## src/rtl/adc_axis_tx.sv

```systemverilog
// ============================================================================
// Module  : adc_axis_tx
// Purpose : Dual-channel ADC to AXI-Stream producer with decimation, a small
//           show-ahead FIFO and a saturating overflow counter. Optional
//           packet framing (M_AXIS_tlast_o) under ADC_AXIS_TX_TLAST_EN.
// Rev     : 1.0 - initial release
// ============================================================================
`default_nettype none

module adc_axis_tx #(
  parameter int ADC_WIDTH  = 14,
  parameter int LANE_WIDTH = 16,
  parameter int FIFO_DEPTH = 4,
  parameter int DEC_WIDTH  = 16,
  parameter int PKT_LEN    = 256
) (
  input  logic                            clk,
  input  logic                            rst_n,
  input  logic                            enable_i,
  input  logic [DEC_WIDTH-1:0]            dec_i,
  input  logic [ADC_WIDTH-1:0]            adc_dat_a_i,
  input  logic [ADC_WIDTH-1:0]            adc_dat_b_i,
  output logic [2*LANE_WIDTH-1:0]         M_AXIS_tdata_o,
  output logic                            M_AXIS_tvalid_o,
  input  logic                            M_AXIS_tready_i,
`ifdef ADC_AXIS_TX_TLAST_EN
  output logic                            M_AXIS_tlast_o,
`endif
  output logic [$clog2(FIFO_DEPTH):0]     fifo_level_o,
  output logic [15:0]                     ovf_cnt_o,
  input  logic                            ovf_clr_i
);

  localparam int PW  = $clog2(FIFO_DEPTH);
  localparam int LW  = PW + 1;
  localparam int DW  = 2 * LANE_WIDTH;
  localparam int EXT = LANE_WIDTH - ADC_WIDTH;

  if ((FIFO_DEPTH < 2) || ((1 << PW) != FIFO_DEPTH) || (EXT < 1) || (PKT_LEN < 1))
  begin : g_param_check
    $error("adc_axis_tx: illegal parameter combination");
  end

  logic [DW-1:0]        cap_data_q, cap_data_d;
  logic                 cap_vld_q, cap_vld_d;
  logic [DEC_WIDTH-1:0] dcnt_q, dcnt_d;
  logic [DW-1:0]        mem_q [FIFO_DEPTH];
  logic [DW-1:0]        mem_d [FIFO_DEPTH];
  logic [PW-1:0]        wr_ptr_q, wr_ptr_d;
  logic [PW-1:0]        rd_ptr_q, rd_ptr_d;
  logic [LW-1:0]        level_q, level_d;
  logic [15:0]          ovf_q, ovf_d;

  logic w_pop;
  logic w_full;
  logic w_accept;
  logic w_drop;

  // Capture stage: the push strobe travels alongside the sample it selects.
  always_comb begin
    cap_data_d = {{EXT{adc_dat_b_i[ADC_WIDTH-1]}}, adc_dat_b_i,
                  {EXT{adc_dat_a_i[ADC_WIDTH-1]}}, adc_dat_a_i};
    cap_vld_d  = enable_i && (dcnt_q == '0);
    dcnt_d     = '0;
    if (enable_i && (dcnt_q < dec_i)) begin
      dcnt_d = dcnt_q + DEC_WIDTH'(1);
    end
  end

  always_comb begin
    w_pop    = (level_q != '0) && M_AXIS_tready_i;
    w_full   = (level_q == LW'(FIFO_DEPTH));
    w_accept = cap_vld_q && (!w_full || w_pop);
    w_drop   = cap_vld_q && !w_accept;
  end

  always_comb begin
    mem_d    = mem_q;
    wr_ptr_d = wr_ptr_q;
    rd_ptr_d = rd_ptr_q;
    level_d  = level_q;
    if (w_accept) begin
      mem_d[wr_ptr_q] = cap_data_q;
      wr_ptr_d        = wr_ptr_q + PW'(1);
    end
    if (w_pop) begin
      rd_ptr_d = rd_ptr_q + PW'(1);
    end
    if (w_accept && !w_pop) begin
      level_d = level_q + LW'(1);
    end else if (!w_accept && w_pop) begin
      level_d = level_q - LW'(1);
    end
  end

  // Clear has priority over a same-cycle drop.
  always_comb begin
    ovf_d = ovf_q;
    if (ovf_clr_i) begin
      ovf_d = '0;
    end else if (w_drop && (ovf_q != 16'hFFFF)) begin
      ovf_d = ovf_q + 16'd1;
    end
  end

  always_ff @(posedge clk or negedge rst_n) begin
    if (!rst_n) begin
      cap_data_q <= '0;
      cap_vld_q  <= 1'b0;
      dcnt_q     <= '0;
      wr_ptr_q   <= '0;
      rd_ptr_q   <= '0;
      level_q    <= '0;
      ovf_q      <= '0;
      for (int i = 0; i < FIFO_DEPTH; i++) begin
        mem_q[i] <= '0;
      end
    end else begin
      cap_data_q <= cap_data_d;
      cap_vld_q  <= cap_vld_d;
      dcnt_q     <= dcnt_d;
      wr_ptr_q   <= wr_ptr_d;
      rd_ptr_q   <= rd_ptr_d;
      level_q    <= level_d;
      ovf_q      <= ovf_d;
      mem_q      <= mem_d;
    end
  end

  assign M_AXIS_tvalid_o = (level_q != '0);
  assign M_AXIS_tdata_o  = M_AXIS_tvalid_o ? mem_q[rd_ptr_q] : '0;
  assign fifo_level_o    = level_q;
  assign ovf_cnt_o       = ovf_q;

`ifdef ADC_AXIS_TX_TLAST_EN
  logic [15:0]          pkt_q, pkt_d;
  logic [FIFO_DEPTH-1:0] last_q, last_d;
  logic                 w_pkt_end;

  // Only accepted samples advance the packet position.
  always_comb begin
    w_pkt_end = (pkt_q == 16'(PKT_LEN - 1));
    pkt_d     = pkt_q;
    last_d    = last_q;
    if (w_accept) begin
      last_d[wr_ptr_q] = w_pkt_end;
      pkt_d            = w_pkt_end ? 16'd0 : pkt_q + 16'd1;
    end
    if (!enable_i) begin
      pkt_d = '0;
    end
  end

  always_ff @(posedge clk or negedge rst_n) begin
    if (!rst_n) begin
      pkt_q  <= '0;
      last_q <= '0;
    end else begin
      pkt_q  <= pkt_d;
      last_q <= last_d;
    end
  end

  assign M_AXIS_tlast_o = M_AXIS_tvalid_o && last_q[rd_ptr_q];
`endif

endmodule

`default_nettype wire

```

## config.mk

```make
export PLATFORM = sky130hd
export DESIGN_NAME = adc_axis_tx
export DESIGN_NICKNAME = d
export VERILOG_FILES = /design/src/rtl/adc_axis_tx.sv
export SDC_FILE = /design/constraint.sdc
export NUM_CORES = 1
export LEC_CHECK = 0
export BUFFER_PORTS_ARGS = -buffer_cell sky130_fd_sc_hd__buf_2
export CAP_MARGIN = 20
export CORE_MARGIN = 5
export CORE_UTILIZATION = 42
export CTS_CLUSTER_DIAMETER = 30
export DETAILED_ROUTE_END_ITERATION = 7
export GPL_ROUTABILITY_DRIVEN = 0
export PLACE_DENSITY = 0.66
export SLEW_MARGIN = 0
export SYNTH_ARGS = -nofsm -noshare
export SYNTH_HDL_FRONTEND = slang
export SYNTH_SLANG_ARGS = --single-unit
```

## constraint.sdc

```tcl
create_clock -name clk -period 2.48 [get_ports clk]
set_input_delay 0.248 -clock clk [delete_from_list [all_inputs] [get_ports clk]]
set_output_delay 0.248 -clock clk [all_outputs]
set_load 0.05 [all_outputs]
```

### After elaboration in Yosys (flattened, before gate mapping)

Cells that the tools add are included.

| word-level totals | value |
|---|---|
| register bits after elaboration | 198 |
| input bits | 49 |
| output and inout bits | 52 |
| logic and storage cells | 54 |

| operators by class | value |
|---|---|
| $add $sub $neg | 6 |
| magnitude comparators | 4 |
| equality and inequality tests | 2 |
| muxes and demuxes | 12 |
| bitwise logic cells | 2 |
| reduce and logical (&&, ||, !) cells | 17 |

Operator list:

| kind | number |
|---|---|
| $bwmux W128 | 1 |
| $mux W32 | 4 |
| $bmux W32 S2 | 1 |
| $demux W32 S2 | 1 |
| $mux W16 | 3 |
| $add A16 B1 Y16 const B | 2 |
| $logic_not A16 Y1 | 1 |
| $lt A16 B16 Y1 | 1 |
| $ne A16 B16 Y1 const B | 1 |
| $logic_and A1 B1 Y1 | 9 |
| $ge A3 B3 Y1 const B | 2 |
| $mux W3 | 2 |
| $not A2 Y3 | 2 |
| $add A2 B1 Y2 const B | 2 |
| $reduce_bool A2 Y1 | 2 |
| $add A3 B1 Y3 const B | 1 |
| $eq A3 B3 Y1 const B | 1 |
| $logic_not A1 Y1 | 3 |
| $lt A3 B1 Y1 const B | 1 |
| $reduce_bool A3 Y1 | 1 |
| $sub A3 B1 Y3 const B | 1 |
| $logic_or A1 B1 Y1 | 1 |

### Depth between registers and ports, before layout

| logic depth | value |
|---|---|
| word-level depth | 9 |
| gate-level depth with buffers | 9 |
| depth with buffers taken out | 8 |

### Worst setup path before layout

No wires, ideal clock.

| path | value |
|---|---|
| kind | reg2out |
| start point | reg level_q[0], in the netlist fifo_level_o[0] |
| end point | out M_AXIS_tdata_o[30] |
| arrival | 2.394 ns |
| data required time | 2.232 ns |
| path slack | -0.162 ns |
| cell stages (with the launch flop) | 5 |
| buffers on the path | 2 |
| cell sequence | dfrtp_1 > or3_1 > clkbuf_1 > and2_1 > buf_4 |

| between the ends | value |
|---|---|
| cells in the longest elaborated chain, start to end | 2 |

Ends and longest elaborated chain:

| item | RTL line | text |
|---|---|---|
| start: declaration | 51 | `logic [LW-1:0] level_q, level_d;` |
| start signal: assignment | 124 | `level_q <= level_d;` |
| $reduce_bool A3 Y1 | 130 | `assign M_AXIS_tvalid_o = (level_q != '0);` |
| named net M_AXIS_tvalid_o | 24 | `output logic M_AXIS_tvalid_o,` |
| $mux W32 | 131 | `assign M_AXIS_tdata_o = M_AXIS_tvalid_o ? mem_q[rd_ptr_q] : '0;` |
| end: declaration | 23 | `output logic [2*LANE_WIDTH-1:0] M_AXIS_tdata_o,` |

The timed path passes the listed nets, and every way through them passes these cells.

### Final worst setup path

| path | value |
|---|---|
| start point | reg rd_ptr_q[0] |
| end point | out M_AXIS_tdata_o[18] |

| between the ends | value |
|---|---|
| cells in the longest elaborated chain, start to end | 5 |

Ends and longest elaborated chain:

| item | RTL line | text |
|---|---|---|
| start: declaration | 50 | `logic [PW-1:0] rd_ptr_q, rd_ptr_d;` |
| start signal: assignment | 123 | `rd_ptr_q <= rd_ptr_d;` |
| $not A2 Y3 (not written as such) | 131 |  |
| $bmux W32 S2 | 131 |  |
| $mux W32 (not written as such) (2 in series) | 131 |  |
| $mux W32 | 131 |  |

Every way passes these cells. The select of a mux whose other input is x is not followed.

==> insert_results.sql <==
INSERT INTO impl_metrics (metric_group, metric, value, unit) VALUES
('cts', 'cts_buffer_depth', '2', ''),
('power', 'max-vdd-ir-drop', '0.519', 'mV'),
('run_status', 'status', 'finished clean', ''),
('yosys', 'netlist.area_leader.share', '53.5', '%'),
('critical_path', 'timing.critical_path.required', '2230', 'ps'),
('global_routing', 'grt_pass1_wl', '30400', 'um'),
('drt', 'detailedRoute.firstPassIterationCount', '4', ''),
('timing', 'fin_skew', '6.04', 'ps'),
('cts', 'cts_setup_buffers', '0', ''),
('drt', 'vias_per_cell', '5.19', ''),
('critical_path', 'crit_path_max_incr_delay', '550', 'ps'),
('cells_and_area', 'multi_input_logic_area', '3630', 'sq um'),
('cells_and_area', 'num-fill-cells', '1708', ''),
('cells_and_area', 'insertedDiodeCount', '0', ''),
('power', 'power.clock.fraction', '19.7', '%'),
('worst_hold_path', 'min_path_type', 'input pin to flop', ''),
('global_routing', 'grt_antenna_before_repair', '0', ''),
('critical_path', 'cp_cell_sequence', 'buf_12 -> mux4_2 -> and2_1 -> buf_2', ''),
('timing', 'endpoints_failing_setup', '0', ''),
('critical_path', 'cp_max_fo', '30', ''),
('yosys', 'synthesis.yosys.warnings', '0', ''),
('yosys', 'yosys.cell_types.count', '48', ''),
('cts', 'worstSkewPairLatency', '420', 'ps'),
('drt', 'total_met2_wirelength_after_detailed_routing', '9300', 'um'),
('timing', 'final.min_clock_period', '2260', 'ps'),
('yosys', 'yosys-top-cells-count', '180 x sky130_fd_sc_hd__dfrtp_1, 117 x sky130_fd_sc_hd__mux2_2, 28 x sky130_fd_sc_hd__and2_1, 28 x sky130_fd_sc_hd__mux4_2, 26 x sky130_fd_sc_hd__inv_1', ''),
('timing', 'maxSlewHeadroom', '59.9', '%'),
('power', 'power.leakage', '4.56', 'nW'),
('floorplan', 'ios', '101', ''),
('yosys', 'synth.ff_latch_count', '180', ''),
('power', 'power.combinational.fraction', '45.5', '%'),
('cts', 'clk_transition_reported_paths', '60', 'ps'),
('yosys', 'synth-seq-area-share', '53.5', '%'),
('floorplan', 'core_area', '19600', 'sq um'),
('yosys', 'synth-async-reset-ratio', '100', '%'),
('timing', 'timing.hold.ws', '124', 'ps'),
('yosys', 'syn-cell-area', '8410', 'sq um'),
('yosys', 'yosys.cell_count.top_type', 'sky130_fd_sc_hd__dfrtp_1', ''),
('cells_and_area', 'register_area', '4510', 'sq um'),
('yosys', 'synth.area.mux_share', '23.9', '%'),
('global_routing', 'largest_net_degree_at_the_start_of_global_routing', '62', ''),
('timing', 'fin_setup_tns', '0', 'ps'),
('drt', 'wl_met1', '7700', 'um'),
('timing', 'rsz0062_at_grt', 'false', ''),
('critical_path', 'setup.worst_path.class', 'flop to output pin', ''),
('drt', 'ant_nets', '0', ''),
('yosys', 'synthDominantAreaCellType', 'sky130_fd_sc_hd__dfrtp_1', ''),
('power', 'power.internal', '7.75', 'mW'),
('critical_path', 'worst-path-buf-inv', '2', ''),
('cts', 'clock_tree.htree_level_count', '4', ''),
('yosys', 'synth_compound_area_share', '2.84', '%'),
('run', 'cap_viol_max_count', '0', ''),
('critical_path', 'crit_path_start_kind', 'flop', ''),
('global_routing', 'first_global_vias', '5813', ''),
('global_routing', 'grt.overflow.total', '0', ''),
('critical_path', 'reg2reg_setup_slack', '340', 'ps'),
('drt', 'wl_met3', '806', 'um'),
('critical_path', 'critical_path.reg2reg.startpoint', 'fifo_level_o[1]', ''),
('cts', 'tritoncts', 'yes', ''),
('drt', 'highest_layer', 'met4', ''),
('cts', 'cts-buffers-inserted', '17', ''),
('critical_path', 'cp_slowest_cell', 'sky130_fd_sc_hd__mux4_2', ''),
('power', 'switching_power', '5.14', 'mW'),
('timing', 'min_period_over_period', '91.3', '%'),
('floorplan', 'start_util', '42.9', '%'),
('critical_path', 'critPathTopFamily', 'multiplexers', ''),
('timing', 'report.final.slew_viol_count', '0', ''),
('floorplan', 'placement_rows', '51', ''),
('critical_path', 'timing.critical_path.from', 'rd_ptr_q[0]', ''),
('cells_and_area', 'syn2layout_area_growth', '19.0', '%'),
('drt', 'routed_wire_length_per_instance', '17.8', 'um');
==> cells in the final DEF, fill, tap and decap left out, types with 5 or more instances in the layout <==
master	n
sky130_fd_sc_hd__dfrtp_1	179
sky130_fd_sc_hd__mux2_2	117
sky130_fd_sc_hd__buf_2	99
sky130_fd_sc_hd__dlygate4sd3_1	29
sky130_fd_sc_hd__mux4_2	28
sky130_fd_sc_hd__and2_1	28
sky130_fd_sc_hd__inv_1	26
sky130_fd_sc_hd__ha_1	23
sky130_fd_sc_hd__nor3_1	18
sky130_fd_sc_hd__nor2_1	17
sky130_fd_sc_hd__clkbuf_16	17
sky130_fd_sc_hd__xnor2_1	15
sky130_fd_sc_hd__nand2_1	14
sky130_fd_sc_hd__nand3_1	12
sky130_fd_sc_hd__a21oi_1	11
sky130_fd_sc_hd__nor2b_1	9
sky130_fd_sc_hd__nand4_1	8
sky130_fd_sc_hd__nor4_1	8
sky130_fd_sc_hd__buf_4	7
sky130_fd_sc_hd__or3_1	6
sky130_fd_sc_hd__clkinv_2	6
sky130_fd_sc_hd__o31ai_1	5
==> metal layers <==
metal	GRT usage, %	vias to the layer above
met5	0	-
met4	3.82	0
met3	4.19	16
met2	29.0	99
met1	21.7	2679
li1	-	2449
==> worst reg2reg max path: stages (launching register included) <==
cell and delay, ps:
sky130_fd_sc_hd__dfrtp_1 450, sky130_fd_sc_hd__nor4b_4 430, sky130_fd_sc_hd__nor2b_1 130, sky130_fd_sc_hd__buf_4 210, sky130_fd_sc_hd__nand2_4 380, sky130_fd_sc_hd__mux2_2 420
==> path summary, 6_finish.rpt <==
path | end | cells after the start
min | cap_vld_q | 3
max reg2reg | mem_q[23] | 5
max | M_AXIS_tdata_o[18] | 4
max in group asynchronous | mem_q[2] | 3
min reg2reg | mem_q[70] | 1
min in group asynchronous | cap_data_q[29] | 2
==> cell families after synthesis <==
group,count (synthesis)
flops,180
xor+xnor,19
buf+inv,56
simple gates,145
fa+ha+maj,24
mux,151
compound gates,34
==> state kept, by name, indices dropped and copies added, names as in the netlist <==
| signal | cells |
|---|---|
| rd_ptr_q | 2 |
| ovf_cnt_o | 16 |
| wr_ptr_q | 2 |
| cap_vld_q | 1 |
| fifo_level_o | 3 |
| mem_q | 112 |
| cap_data_q | 28 |
| dcnt_q | 16 |
==> power by group through the flow <==
stage	Combinational (mW)	Sequential [mW]	Clock, mW
after floorplan	4.71	4.43	0
after global placement	5.83	4.44	0
after detailed placement	5.94	4.55	0
after CTS	5.99	4.50	2.60
after global routing	6.28	4.62	2.71
final	5.86	4.49	2.54
==> final cells by class <==
class                           instances  share of cell area (%)
Multi-Input combinational cell        373                    36.2
Tap cell                              265                    3.31
Clock inverter                         11                    1.15
Inverter                               26                   0.975
Clock buffer                           17                    4.25
Timing Repair Buffer                  139                    9.09
Sequential cell                       180                    45.0
==> metrics by stage <==
step / total power [mW] / setup slack (ps) / cells / instance area (sq um)
after detailed placement: 10.5 / 343 / 954 / 9180
after CTS: 13.1 / 166 / 1011 / 10000
after global placement: 10.3 / 370 / 954 / 9180
after global routing: 13.6 / 114 / 1011 / 10000
final: 12.9 / 216 / 1011 / 10000
after floorplan: 9.14 / 112 / 609 / 8410
==> repair_timing <==
item,CTS,global route
hold buffers,29,0
hold endpoints to repair,86,0
endpoints found under the setup margin,0,0
Power figures use the tool's default switching activity.
